<file path="src/rtl/pc_fetch_unit_if.sv">
// pc_fetch_unit_if: fetch-stage control, instruction-memory and IF/ID bundle
interface pc_fetch_unit_if;
  logic        stall;
  logic        branch_taken;
  logic [31:0] branch_target;
  logic        jump;
  logic [31:0] jump_target;
  logic [31:0] imem_addr;
  logic [31:0] imem_rdata;
  logic [31:0] pc_plus4;
  logic [31:0] if_id_pc_plus4;
  logic [31:0] if_id_instr;
  logic        if_id_valid;
  logic [31:0] fetch_count;
  modport master (
    output stall, branch_taken, branch_target, jump, jump_target, imem_rdata,
    input  imem_addr, pc_plus4, if_id_pc_plus4, if_id_instr, if_id_valid, fetch_count
  );
  modport slave (
    input  stall, branch_taken, branch_target, jump, jump_target, imem_rdata,
    output imem_addr, pc_plus4, if_id_pc_plus4, if_id_instr, if_id_valid, fetch_count
  );
endinterface

</file>
<file path="src/rtl/pc_fetch_unit.sv">
// pc_fetch_unit: program counter, next-PC select and IF/ID pipeline register
module pc_fetch_unit #(
  parameter logic [31:0] RESET_PC  = 32'h0000_0000,
  parameter logic [31:0] NOP_INSTR = 32'h0000_0000
) (
  input logic           clk,
  input logic           rst,
  pc_fetch_unit_if.slave bus
);
  localparam logic [31:0] RESET_PC_A = {RESET_PC[31:2], 2'b00};
  typedef enum logic {BOOT, RUN} state_t;
  state_t      state_q, state_d;
  logic [31:0] pc_q, pc_d;
  logic [31:0] if_pc4_q, if_pc4_d;
  logic [31:0] if_instr_q, if_instr_d;
  logic        if_valid_q, if_valid_d;
  logic [31:0] cnt_q, cnt_d;
  logic [31:0] pc_plus4;
  logic        run, redirect;
  assign pc_plus4           = pc_q + 32'd4;
  assign run                = state_q == RUN;
  assign redirect           = bus.jump | bus.branch_taken;
  assign bus.imem_addr      = pc_q;
  assign bus.pc_plus4       = pc_plus4;
  assign bus.if_id_pc_plus4 = if_pc4_q;
  assign bus.if_id_instr    = if_instr_q;
  assign bus.if_id_valid    = if_valid_q;
  assign bus.fetch_count    = cnt_q;
  // next PC and IF/ID: jump > branch > stall > sequential fetch; BOOT holds everything
  always_comb begin
    state_d    = RUN;
    pc_d       = pc_q;
    if_pc4_d   = if_pc4_q;
    if_instr_d = if_instr_q;
    if_valid_d = if_valid_q;
    cnt_d      = cnt_q;
    if (run && redirect) begin
      pc_d       = bus.jump ? {bus.jump_target[31:2], 2'b00} : {bus.branch_target[31:2], 2'b00};
      if_pc4_d   = 32'd0;
      if_instr_d = NOP_INSTR;
      if_valid_d = 1'b0;
    end else if (run && !bus.stall) begin
      pc_d       = pc_plus4;
      if_pc4_d   = pc_plus4;
      if_instr_d = bus.imem_rdata;
      if_valid_d = 1'b1;
      cnt_d      = cnt_q + 32'd1;
    end
  end
  // state registers with synchronous reset discarding any in-flight IF/ID content
  always_ff @(posedge clk) begin
    if (rst) begin
      state_q    <= BOOT;
      pc_q       <= RESET_PC_A;
      if_pc4_q   <= 32'd0;
      if_instr_q <= NOP_INSTR;
      if_valid_q <= 1'b0;
      cnt_q      <= 32'd0;
    end else begin
      state_q    <= state_d;
      pc_q       <= pc_d;
      if_pc4_q   <= if_pc4_d;
      if_instr_q <= if_instr_d;
      if_valid_q <= if_valid_d;
      cnt_q      <= cnt_d;
    end
  end
endmodule

</file>
<file path="src/flat_wrapper.sv">
// flat-port wrapper written by rule: the top's interface ports become plain ports
module pc_fetch_unit_flat 
#(
  parameter logic [31:0] RESET_PC  = 32'h0000_0000,
  parameter logic [31:0] NOP_INSTR = 32'h0000_0000
)
  (clk, rst, bus_stall, bus_branch_taken, bus_branch_target, bus_jump, bus_jump_target, bus_imem_rdata, bus_imem_addr, bus_pc_plus4, bus_if_id_pc_plus4, bus_if_id_instr, bus_if_id_valid, bus_fetch_count);
  pc_fetch_unit_if bus_i ();
  input logic clk;
  input logic rst;
  input wire logic [$bits(bus_i.stall)-1:0] bus_stall;
  input wire logic [$bits(bus_i.branch_taken)-1:0] bus_branch_taken;
  input wire logic [$bits(bus_i.branch_target)-1:0] bus_branch_target;
  input wire logic [$bits(bus_i.jump)-1:0] bus_jump;
  input wire logic [$bits(bus_i.jump_target)-1:0] bus_jump_target;
  input wire logic [$bits(bus_i.imem_rdata)-1:0] bus_imem_rdata;
  output wire logic [$bits(bus_i.imem_addr)-1:0] bus_imem_addr;
  output wire logic [$bits(bus_i.pc_plus4)-1:0] bus_pc_plus4;
  output wire logic [$bits(bus_i.if_id_pc_plus4)-1:0] bus_if_id_pc_plus4;
  output wire logic [$bits(bus_i.if_id_instr)-1:0] bus_if_id_instr;
  output wire logic [$bits(bus_i.if_id_valid)-1:0] bus_if_id_valid;
  output wire logic [$bits(bus_i.fetch_count)-1:0] bus_fetch_count;
  assign bus_i.stall = bus_stall;
  assign bus_i.branch_taken = bus_branch_taken;
  assign bus_i.branch_target = bus_branch_target;
  assign bus_i.jump = bus_jump;
  assign bus_i.jump_target = bus_jump_target;
  assign bus_i.imem_rdata = bus_imem_rdata;
  assign bus_imem_addr = bus_i.imem_addr;
  assign bus_pc_plus4 = bus_i.pc_plus4;
  assign bus_if_id_pc_plus4 = bus_i.if_id_pc_plus4;
  assign bus_if_id_instr = bus_i.if_id_instr;
  assign bus_if_id_valid = bus_i.if_id_valid;
  assign bus_fetch_count = bus_i.fetch_count;
  pc_fetch_unit #(.RESET_PC(RESET_PC), .NOP_INSTR(NOP_INSTR)) u_core (.clk(clk), .rst(rst), .bus(bus_i));
endmodule
</file>
<file path="config.mk">
export PLATFORM = sky130hd
export DESIGN_NAME = pc_fetch_unit_flat
export DESIGN_NICKNAME = d
export VERILOG_FILES = /design/src/rtl/pc_fetch_unit_if.sv /design/src/rtl/pc_fetch_unit.sv /design/src/flat_wrapper.sv
export SDC_FILE = /design/constraint.sdc
export NUM_CORES = 1
export LEC_CHECK = 0
export BUFFER_PORTS_ARGS = -buffer_cell sky130_fd_sc_hd__buf_4
export CELL_PAD_IN_SITES_DETAIL_PLACEMENT = 2
export CELL_PAD_IN_SITES_GLOBAL_PLACEMENT = 2
export CORE_ASPECT_RATIO = 0.8
export CORE_MARGIN = 1.5
export CORE_UTILIZATION = 28
export CTS_CLUSTER_SIZE = 16
export DETAILED_ROUTE_END_ITERATION = 8
export PLACE_DENSITY = 0.82
export SYNTH_ARGS = -nofsm -noshare
export SYNTH_HDL_FRONTEND = slang
export SYNTH_SLANG_ARGS = --single-unit
export TNS_END_PERCENT = 50
</file>
<file path="constraint.sdc">
create_clock -name clk -period 3.9 [get_ports clk]
set_input_delay 0.78 -clock clk [delete_from_list [all_inputs] [get_ports clk]]
set_output_delay 0.78 -clock clk [all_outputs]
set_load 0.03 [all_outputs]
</file>
==> impl_metrics.yaml <==
drt:
  wl_um: 25810
  drt-initial-drc-count: 245
  dr.pass1.iters: 4
  vias: 6430
  wl_per_cell_um: 20.32
  vias_per_cell: 5.063
  antenna_left: 0
  drc: 0
timing:
  tightest_slew_ps: 782.5
  finalMaxSlewViolations: 0
  whs_ps: 457.1
  fin_crit_ps: 3592
  rsz0062_at_grt: "false"
  setup_tns_ps: 0
  finalHoldViolations: 0
  fmax_mhz: 278.4
  setup_violations: 0
  slew-limit-headroom_pct: 47.83
  skew_ps: 11.76
  finalCritPeriodShare_pct: 92.10
synthesis:
  syn_area_per_cell_um2: 8.161
  synthTopCellsByArea: "dfxtp_1 (41%), nor2_1 (6.4%), nand2_1 (6.0%), xor2_1 (5.3%), a21oi_1 (4.5%)"
  synthArstFlopShare_pct: 0
  yosysUniqueCellTypes: 53
  synth_top_area_cell: "dfxtp_1"
  yosys_warnings: 0
  synthFlopType: "dfxtp_1"
  synth_cells: 750
  synth_common_cells: "dfxtp_1 (126), nor2_1 (104), nand2_1 (98), a21oi_1 (55), nand3_1 (41)"
  synth-seq-cells: 126
  synth_most_common_cell: "dfxtp_1"
  yosysSeqAreaShare_pct: 41.21
  synth_top_area_share_pct: 41.21
  syn_area_um2: 6121
  synth-edff-count: 0
min_path:
  hold_class: "reg -> reg"
clocking:
  cts_buffers: 17
  clk_path_buf_depth: 2
  clk_latency_ps: 430
  cts_setup_buffers: 0
  cts_sinks: 126
  hold_buffers: 0
  clockRootBuffer: "clkbuf_16"
  htree_levels: 4
  cts_resized: 0
  clkTransAtPathRegs_ps: 60
  cts_tree: "done"
critical_path:
  setup.worst_path.start_class: "flip-flop"
  cp_cell_sequence: "ha_1 > nand2_1 > nor3_1 > nand2_1 > xnor2_1 > buf_4"
  arrival_ps: 2810
  end_kind: "primary output"
  cpMostUsedCell: "nand2_1"
  critPathBufInv: 1
  cpPeakStageDelay_ps: 520
  crit_path_max_fanout: 9
  worstSetupPathType: "reg -> out"
  required_ps: 3120
  cp_top_family: "simple AND/OR/NAND/NOR gates"
  slowest_stage: "dfxtp_1"
floorplanning:
  die_h_um: 135.2
  chipWidth_um: 168.3
  core_area_um2: 21500
  start_util_pct: 28.47
  row_count: 48
  dieArea_um2: 22760
  ios: 262
power_and_ir_drop:
  power.leakage_uw: 0.003938
  power_density_nw_per_um2: 421.9
  internal_power_uw: 2652
  swShare_pct: 29.49
  p_comb_share_pct: 15.6
  peakVddDrop_mv: 0.2255
  p_seq_share_pct: 36.9
  switchingPower_uw: 1109
  pwr-share-clk_pct: 47.5
global_route:
  grt_pass1_vias: 6846
  grt_use_total_pct: 22.68
  overflow: 0
  grt_max_degree: 63
  antenna_found_initial: 0
  grt_first_pass_wirelength_um: 39540
placed_design:
  dp_hpwl_um: 18270
  gp_congestion: 0.7883
  port_buffers: 251
cells_and_area:
  final_nets: 1085
  n_antenna_cell: 0
  areaGrowthSynthToFinish_pct: 45.61
  layout-drive-gt1-share_pct: 32.16
run:
  maxCapViolations: 0
status:
  status: "completed"
cell usage in the layout (no fill, tap or decap), types with 11 or more instances in the layout:
cell,instances
nand2_1,97
o21a_1,11
and3_1,15
dfxtp_1,126
a21oi_1,55
a31oi_1,11
nand4_1,24
clkbuf_16,17
mux2i_1,21
o21ai_0,22
nor2_1,104
nand3_1,41
buf_4,262
xnor2_1,27
nor3_1,14
xor2_1,37
logic make-up (layout without fill, tap and decap cells):
kind of cell | after synthesis | count (layout) | share of synthesized area (%)
compound gates | 123 | 123 | 12.02
xor+xnor | 65 | 65 | 9.424
fa+ha+maj | 2 | 2 | 0.4088
buf+inv | 62 | 302 | 4.395
flops | 126 | 126 | 41.21
mux | 27 | 27 | 4.599
other cells | 1 | 6 | 0.06127
simple gates | 344 | 344 | 27.88
through the flow:
stage | total power (uW) | instance area, um^2 | setup WS [ps] | utilization (%) | cells
global placement | 1989 | 8265 | 954.1 | 38.44 | 1238
finish | 3760 | 8912 | 308.0 | 41.45 | 1270
CTS | 3814 | 8912 | 343.1 | 41.45 | 1270
floorplan | 1728 | 6140 | 929.4 | - | 755
global route | 3910 | 8912 | 140.6 | 41.45 | 1270
detailed placement | 2002 | 8265 | 861.8 | 38.44 | 1238
cell type report:
| cell class | instances | area (um^2) |
|---|---|---|
| Timing Repair Buffer | 263 | 1987 |
| Tap cell | 275 | 344.1 |
| Inverter | 7 | 26.28 |
| Clock inverter | 15 | 221.5 |
| Sequential cell | 126 | 2522 |
| Fill cell | 2389 | 12590 |
| Multi-Input combinational cell | 567 | 3386 |
| Clock buffer | 17 | 425.4 |
routing by layer:
layer  part of all wire, %  vias to the layer above  track usage, %
met3                   6.1                       30           6.486
li1                      -                     3047               -
met1                    44                     3166           28.09
met5                     0                        -               0
met2                    47                      187           38.27
met4                   2.1                        0           6.944
path summary, 6_finish.rpt:
kind,startpoint,end,slack [ps],cells past startpoint
worst max-delay path,u_core.bus.imem_addr[2],bus_pc_plus4[16],310,6
worst min-delay path,u_core.bus.if_id_instr[23],u_core.bus.if_id_instr[23],460,2
worst max register to register,u_core.bus.imem_addr[2],u_core.bus.if_id_pc_plus4[16],1500,6
worst min register to register,u_core.bus.if_id_instr[23],u_core.bus.if_id_instr[23],460,2
tightest hold or removal path, delay by kind of cell, from the launching register on:
| family | cells | cell delay, ps |
|---|---|---|
| AND/OR/NAND/NOR | 1 | 50 |
| flip-flops | 1 | 310 |
| AO/OA/AOI/OAI | 1 | 50 |
registers in the layout (all words and copies together) (netlist names):
signal                     cells
u_core.bus.if_id_pc_plus4     30
u_core.bus.if_id_valid         1
u_core.bus.imem_addr          30
u_core.run                     1
u_core.bus.if_id_instr        32
u_core.bus.fetch_count        32
power by group through the flow:
stage                     Sequential (uW)  Clock, uW  Combinational, uW
after CTS                            1390       1830                593
after detailed placement             1420          0                587
after global routing                 1400       1890                626
after floorplan                      1490          0                241
final                                1390       1790                586
after global placement               1410          0                576
No activity file was read; power rests on OpenSTA's default activity.
